## src/rtl/sal_addr_decoder_arb.sv

```systemverilog
// AXI AR/AW address arbiter and bank/row/column decoder feeding a single registered
// request slot toward the bank controller.
module sal_addr_decoder_arb #(
   parameter int unsigned ID_WIDTH     = 4,
   parameter int unsigned ADDR_WIDTH   = 32,
   parameter int unsigned LEN_WIDTH    = 8,
   parameter int unsigned OFFSET_WIDTH = 4,
   parameter int unsigned CA_WIDTH     = 10,
   parameter int unsigned BA_WIDTH     = 2,
   parameter int unsigned RA_WIDTH     = 16,
   parameter int unsigned MAP_MODE     = 0,
   parameter int unsigned ARB_MODE     = 0,
   parameter int unsigned STARVE_LIMIT = 4
) (
   input  logic                  clk,
   input  logic                  rst,
   input  logic                  ar_valid,
   output logic                  ar_ready,
   input  logic [ID_WIDTH-1:0]   ar_id,
   input  logic [ADDR_WIDTH-1:0] ar_addr,
   input  logic [LEN_WIDTH-1:0]  ar_len,
   input  logic                  aw_valid,
   output logic                  aw_ready,
   input  logic [ID_WIDTH-1:0]   aw_id,
   input  logic [ADDR_WIDTH-1:0] aw_addr,
   input  logic [LEN_WIDTH-1:0]  aw_len,
   output logic                  req_valid,
   input  logic                  req_ready,
   output logic [ID_WIDTH-1:0]   req_id,
   output logic [BA_WIDTH-1:0]   req_ba,
   output logic [RA_WIDTH-1:0]   req_ra,
   output logic [CA_WIDTH-1:0]   req_ca,
   output logic [LEN_WIDTH-1:0]  req_len,
   output logic                  req_wr
);

   localparam int unsigned STREAK_W = (STARVE_LIMIT > 0) ? $clog2(STARVE_LIMIT + 1) : 1;
   localparam int unsigned MAP_W    = CA_WIDTH + BA_WIDTH + RA_WIDTH;
   localparam logic [STREAK_W-1:0] STREAK_MAX = STREAK_W'(STARVE_LIMIT);

   logic [STREAK_W-1:0]   streak_q;
   logic                  last_wr_q;
   logic                  load_en;
   logic                  grant_wr;
   logic                  grant_rd;
   logic                  hs;
   logic [ADDR_WIDTH-1:0] sel_addr;
   logic [MAP_W-1:0]      a;
   logic [BA_WIDTH-1:0]   ba;
   logic [RA_WIDTH-1:0]   ra;
   logic [CA_WIDTH-1:0]   ca;

   always_comb begin
      grant_wr = 1'b0;
      grant_rd = 1'b0;
      if (aw_valid && !ar_valid) begin
         grant_wr = 1'b1;
      end else if (ar_valid && !aw_valid) begin
         grant_rd = 1'b1;
      end else if (ar_valid && aw_valid) begin
         if (ARB_MODE == 1) begin
            grant_wr = !last_wr_q;
            grant_rd = last_wr_q;
         end else if (STARVE_LIMIT > 0 && streak_q == STREAK_MAX) begin
            grant_rd = 1'b1;
         end else begin
            grant_wr = 1'b1;
         end
      end
   end

   assign load_en  = !req_valid || req_ready;
   // Readies are held low during reset so no request slips in while the slot is cleared.
   assign aw_ready = !rst && load_en && grant_wr;
   assign ar_ready = !rst && load_en && grant_rd;
   assign hs       = aw_ready || ar_ready;

   assign sel_addr = grant_wr ? aw_addr : ar_addr;
   // Zero-extend before shifting so address bits above the map are simply dropped.
   assign a = MAP_W'({{MAP_W{1'b0}}, sel_addr} >> OFFSET_WIDTH);

   always_comb begin
      ca = a[CA_WIDTH-1:0];
      ba = '0;
      ra = '0;
      if (MAP_MODE == 1) begin
         ra = a[CA_WIDTH +: RA_WIDTH];
         ba = a[CA_WIDTH+RA_WIDTH +: BA_WIDTH];
      end else begin
         ba = a[CA_WIDTH +: BA_WIDTH];
         ra = a[CA_WIDTH+BA_WIDTH +: RA_WIDTH];
         if (MAP_MODE == 2) begin
            ba = ba ^ ra[BA_WIDTH-1:0];
         end
      end
   end

   always_ff @(posedge clk) begin
      if (rst) begin
         req_valid <= 1'b0;
         req_id    <= '0;
         req_ba    <= '0;
         req_ra    <= '0;
         req_ca    <= '0;
         req_len   <= '0;
         req_wr    <= 1'b0;
         streak_q  <= '0;
         last_wr_q <= 1'b0;
      end else if (hs) begin
         req_valid <= 1'b1;
         req_id    <= grant_wr ? aw_id : ar_id;
         req_len   <= grant_wr ? aw_len : ar_len;
         req_ba    <= ba;
         req_ra    <= ra;
         req_ca    <= ca;
         req_wr    <= grant_wr;
         last_wr_q <= grant_wr;
         // Only writes that actually beat a waiting read count toward starvation.
         if (grant_wr && ar_valid) begin
            if (streak_q != STREAK_MAX) begin
               streak_q <= streak_q + 1'b1;
            end
         end else begin
            streak_q <= '0;
         end
      end else if (req_ready) begin
         req_valid <= 1'b0;
      end
   end

endmodule

```

## config.mk

```make
export PLATFORM = sky130hd
export DESIGN_NAME = sal_addr_decoder_arb
export DESIGN_NICKNAME = d
export VERILOG_FILES = /design/src/rtl/sal_addr_decoder_arb.sv
export SDC_FILE = /design/constraint.sdc
export NUM_CORES = 1
export LEC_CHECK = 0
export CAP_MARGIN = 30
export CORE_ASPECT_RATIO = 1.25
export CORE_MARGIN = 1.5
export CORE_UTILIZATION = 50
export CTS_CLUSTER_SIZE = 16
export DETAILED_ROUTE_END_ITERATION = 12
export DONT_BUFFER_PORTS = 1
export PLACE_DENSITY_LB_ADDON = 0.3
export SLEW_MARGIN = 10
export SYNTH_ARGS = -nofsm -noshare
export SYNTH_HDL_FRONTEND = slang
export SYNTH_SLANG_ARGS = --single-unit
```

## constraint.sdc

```tcl
create_clock -name clk -period 1.53 [get_ports clk]
set_input_delay 0.153 -clock clk [delete_from_list [all_inputs] [get_ports clk]]
set_output_delay 0.153 -clock clk [all_outputs]
set_load 0.1 [all_outputs]
```

# [Word level (Yosys, flattened, before mapping)]
# Index checks and enable logic that the tools add are counted.
[op_classes] n_mux=15 n_eq_ne=3 n_addsub=1 n_reduce_logical=15
[op_table] operator="32-bit two-way mux" n=1
[op_table] operator="1-bit two-way mux" n=10
[op_table] operator="8-bit two-way mux" n=1
[op_table] operator="1-bit logical AND" n=7
[op_table] operator="3-bit two-way mux" n=2
[op_table] operator="1-bit zero test" n=4
[op_table] operator="4-bit two-way mux" n=1
[op_table] operator="3-bit by 1-bit adder with 3-bit output (second input constant)" n=1
[op_table] operator="3-bit equality test (second input constant)" n=1
[op_table] operator="3-bit inequality test (second input constant)" n=1
[op_table] operator="1-bit logical OR" n=2
[op_table] operator="2-bit by 1-bit inequality test with 1-bit output (second input constant)" n=1
[op_table] operator="2-bit AND reduction" n=1
[op_table] operator="2-bit nonzero test" n=1
[totals] reg_bits=45 out_inout_bits=44

# [Logic depth before layout (Yosys ltp)]
[logic_depth] word_depth=8 depth_mapped=8

# [Worst setup path before layout]
# Ideal clock, no wire load.
[synth_timing] path_kind="register -> register" start="register req_valid" end="register req_wr" required_time_ns=1.457 period_less_slack_ns=3.329 path_stages_with_launch=4 setup_slack_ns=-1.799 arrival_ns=3.256 path_buffers=0 setup_time_ns=0.073 path_cell_list="dfxtp_1 nor2b_4 nor3_1 a31o_2"
[synth_between] elab_chain_cells=5 elab_cells_between_ends=6 cone_classes="reduce/logical: 6"
[synth_lines] item="start: declaration" line="27" text="output logic req_valid,"
[synth_lines] item="start signal: assignment" line="100" text="req_valid <= 1'b0;"
[synth_lines] item="start signal: assignment" line="110" text="req_valid <= 1'b1;"
[synth_lines] item="start signal: assignment" line="127" text="req_valid <= 1'b0;"
[synth_lines] item="1-bit zero test" line="72" text="assign load_en = !req_valid || req_ready;"
[synth_lines] item="1-bit logical OR" line="72"
[synth_lines] item="1-bit logical AND (2 in a row)" line="74" text="assign aw_ready = !rst && load_en && grant_wr;"
[synth_lines] item="net aw_ready" line="23" text="output logic aw_ready,"
[synth_lines] item="1-bit logical OR" line="76" text="assign hs = aw_ready || ar_ready;"
[synth_lines] item="end signal: assignment" line="116" text="req_wr <= grant_wr;"
[synth_lines] item="end: declaration" line="34" text="output logic req_wr"
# The timed path passes the listed nets, and every way through them passes these cells.
# A chain may end at the register's enable or synchronous reset.

# [Worst setup path in the final report]
[layout_timing] start="register streak_q[0]" end="output port aw_ready"
[layout_between] elab_chain_cells=6
[layout_lines] item="start: declaration" line="41" text="logic [STREAK_W-1:0] streak_q;"
[layout_lines] item="start signal: assignment" line="121" text="streak_q <= streak_q + 1'b1;"
[layout_lines] item="3-bit equality test" line="64" text="end else if (STARVE_LIMIT > 0 && streak_q == STREAK_MAX) begin"
[layout_lines] item="1-bit two-way mux" line="64"
[layout_lines] item="1-bit two-way mux" line="60" text="end else if (ar_valid && aw_valid) begin"
[layout_lines] item="1-bit two-way mux" line="58" text="end else if (ar_valid && !aw_valid) begin"
[layout_lines] item="1-bit two-way mux" line="56" text="if (aw_valid && !ar_valid) begin"
[layout_lines] item="1-bit logical AND" line="74"
[layout_lines] item="end: declaration" line="23"
# No other way between the ends.

==> impl_metrics.csv <==
group,metric,value,unit
global_routing,grt_pass1_wl,8.694,mm
critical_path,worstPathArrival,1.39,ns
yosys,synth.top_cell.area_share,42.40,%
clock_tree,clock-sinks,45,
global_routing,grt.overflow.total,0,
critical_path,r2r_slack,0.10,ns
sta,final_max_slew_viol_count,0,
clock_tree,cts_tree,"done",
critical_path,critical_path_class,"flip-flop to output pin",
yosys,synthTopCellsByArea,"dfxtp_1 42%, a21oi_2 15%, a21oi_1 11%",
sta,final_hold_viol_count,0,
clock_tree,numCtsBuffers,5,
sta,finalWorstSetupSlack,-0.01329,ns
critical_path,crit_fanout,4,
place,placed_cells,350,
global_routing,grtUsageTotal,24.52,%
pwr,finalPower,3.215,mW
clock_tree,clkSlewWorstSetupHoldPaths,0.08,ns
floorplanning,dieArea,4652,um^2
cells_and_area,drive_above_1_share,36.75,%
cells_and_area,diodes,0,
clock_tree,worstSkewPairLatency,0.28,ns
yosys,ys_seq_elements,45,
routing,drt_iter0_drc,87,
sta,timing.final.crit_share,100.9,%
yosys,yosys.area.top_type,"dfxtp_1",
yosys,syn_area,2125,um^2
routing,routed_wl,6.028,mm
yosys,syn_avg_cell_area,8.140,um^2
sta,max_freq,648.0,MHz
cells_and_area,final_area,2995,um^2
place,dp_hpwl,3.948,mm
place,port_buffers,0,
floorplanning,initial_core_util,51.83,%
sta,period_minus_slack,1.543,ns
sta,slew_headroom,80.75,%
flow_run,max_cap_violations,0,
cells_and_area,syn_to_final_growth,40.99,%
cells_and_area,most-common-layout-cells,"56 x buf_4, 47 x a21oi_1, 45 x nand2_1, 42 x dfxtp_1, 37 x a21oi_2",
place,post-place-ws,0.04263,ns
sta,fin_worst_skew,0.007827,ns
pwr,pwr_density_cell,1073,nW/um^2
run_status,failed_checks,"negative setup slack",
sta,grt_setup_unrepaired,"yes",
pwr,ir_drop,640.0,uV
floorplanning,rows,26,
floorplanning,ios,137,
cells_and_area,layoutNonFillerInstCount,388,
yosys,syn-instance-count,261,
routing,num_vias,2128,
routing,avgRoutedWirePerCell,15.54,um
yosys,ys_types,23,
critical_path,crit_start,"streak_q[0]",
floorplanning,die_h,75.88,um
routing,firstDrtPassIters,4,
critical_path,endpoint_kind,"output pin",
clock_tree,clock-root-buffer,"clkbuf_8",
clock_tree,clockBufferDepth,2,
place,gp_congestion,0.8623,
pwr,p_leak,1.210,nW
min_path,hold_class,"primary input to flip-flop",
yosys,yosysSeqAreaShare,42.40,%
routing,drtAntennaViolNets,0,
floorplanning,fp.dieW,61.31,um
floorplanning,placeableCoreArea,4099,um^2
sta,hold_ws,0.009456,ns
min_path,holdCritStartpoint,"ar_addr[5]",
routing,drc,0,
global_routing,grt_max_degree,31,
global_routing,grt_pass1_vias,2033,
sta,setup_viol,1,
critical_path,startpoint_type,"flip-flop",
sta,tightestPinTransition,0.2911,ns
routing,routed_via_density,5.485,
cells_and_area,layout_commonest_cell,"buf_4",
run_status,status,"finished with violations",
clock_tree,htree_levels,2,
critical_path,reg2reg_from,"req_valid",
yosys,synth.net_count,356,
place,placed_area,2595,um^2
global_routing,antenna_found_initial,0,
yosys,yosysWarnings,0,
cells_and_area,fin_nets,428,
critical_path,cp.required,1.38,ns
[routing by layer]
layer	track usage, %	up-vias	part of all wire [%]	wire [um]
li1	-	1042	-	-
met1	26.83	986	38	2288
met2	45.63	90	54	3285
met3	4.414	10	5.9	355
met4	9.662	0	1.6	99
met5	0	-	0	0
[final cells by class]
class | instances | area (um^2)
clock buffers | 5 | 68.82
clock inverters | 1 | 5.005
flip-flops and latches | 45 | 907.1
inverters | 3 | 11.26
multi-input cells | 190 | 1147
well taps | 56 | 70.07
fillers | 338 | 1104
repair buffers | 88 | 785.8
[registers in the layout (all words and copies together) (netlist names)]
| name | cells |
|---|---|
| req_ca | 10 |
| req_len | 8 |
| req_id | 4 |
| req_ba | 2 |
| req_wr | 1 |
| req_ra | 16 |
| streak_q | 3 |
| req_valid | 1 |
[worst max-delay path: stages, from the launching register on]
cell and delay [ns]:
dfxtp_2 0.34, inv_2 0.05, ha_4 0.17, nand3_4 0.08, nand2_4 0.06, nor3_4 0.21, buf_12 0.20
[final timing paths]
kind,to,depth (start not counted)
worst max register to register,req_ra[0],5
worst min register to register,req_wr,1
worst min-delay path,req_ca[1],2
worst max-delay path,aw_ready,6
[power breakdown]
group          switching (mW)  leakage (nW)  internal [mW]  total (mW)
clock network           0.355        0.0399          0.301       0.656
logic                   0.940         0.797          0.313        1.25
registers              0.0444         0.373           1.26        1.31
total                    1.34          1.21           1.88        3.22
[Yosys cell counts]
master / instances
a21oi_1: 48
a21oi_2: 37
a22oi_1: 1
a31o_2: 1
and2_1: 1
buf_1: 2
buf_2: 4
buf_6: 6
clkbuf_1: 11
dfxtp_1: 45
ha_1: 2
inv_1: 3
nand2_1: 47
nand3_1: 3
nor2_1: 2
nor2_2: 1
nor2b_4: 1
nor3_1: 3
nor3_4: 1
nor3b_1: 1
o21ai_0: 35
o21ai_1: 5
or3_1: 1
[per-stage QoR]
step | setup TNS [ns] | utilization, %
floorplan | -0.3384 | -
global placement | 0 | 63.31
detailed placement | 0 | 63.31
CTS | -0.03203 | 72.41
global route | -0.07306 | 73.08
finish | -0.01329 | 73.08
[cells by family after synthesis]
group                    after synthesis  share of synthesized area (%)
adder cells (fa/ha/maj)                2                          1.178
flip-flops                            45                          42.40
AO/OA/AOI/OAI                        127                          36.75
AND/OR/NAND/NOR                       61                          12.72
buffers and inverters                 26                          6.949
[repair_timing]
| item | CTS | global route |
|---|---|---|
| gates resized for setup | 3 | 3 |
| endpoints found under the hold margin | 28 | 4 |
| setup endpoints to repair | 2 | 14 |
| buffers inserted | 5 | 1 |
| pin swaps | 4 | 2 |
| hold buffers | 25 | 2 |
No activity file was read; power rests on OpenSTA's default activity.
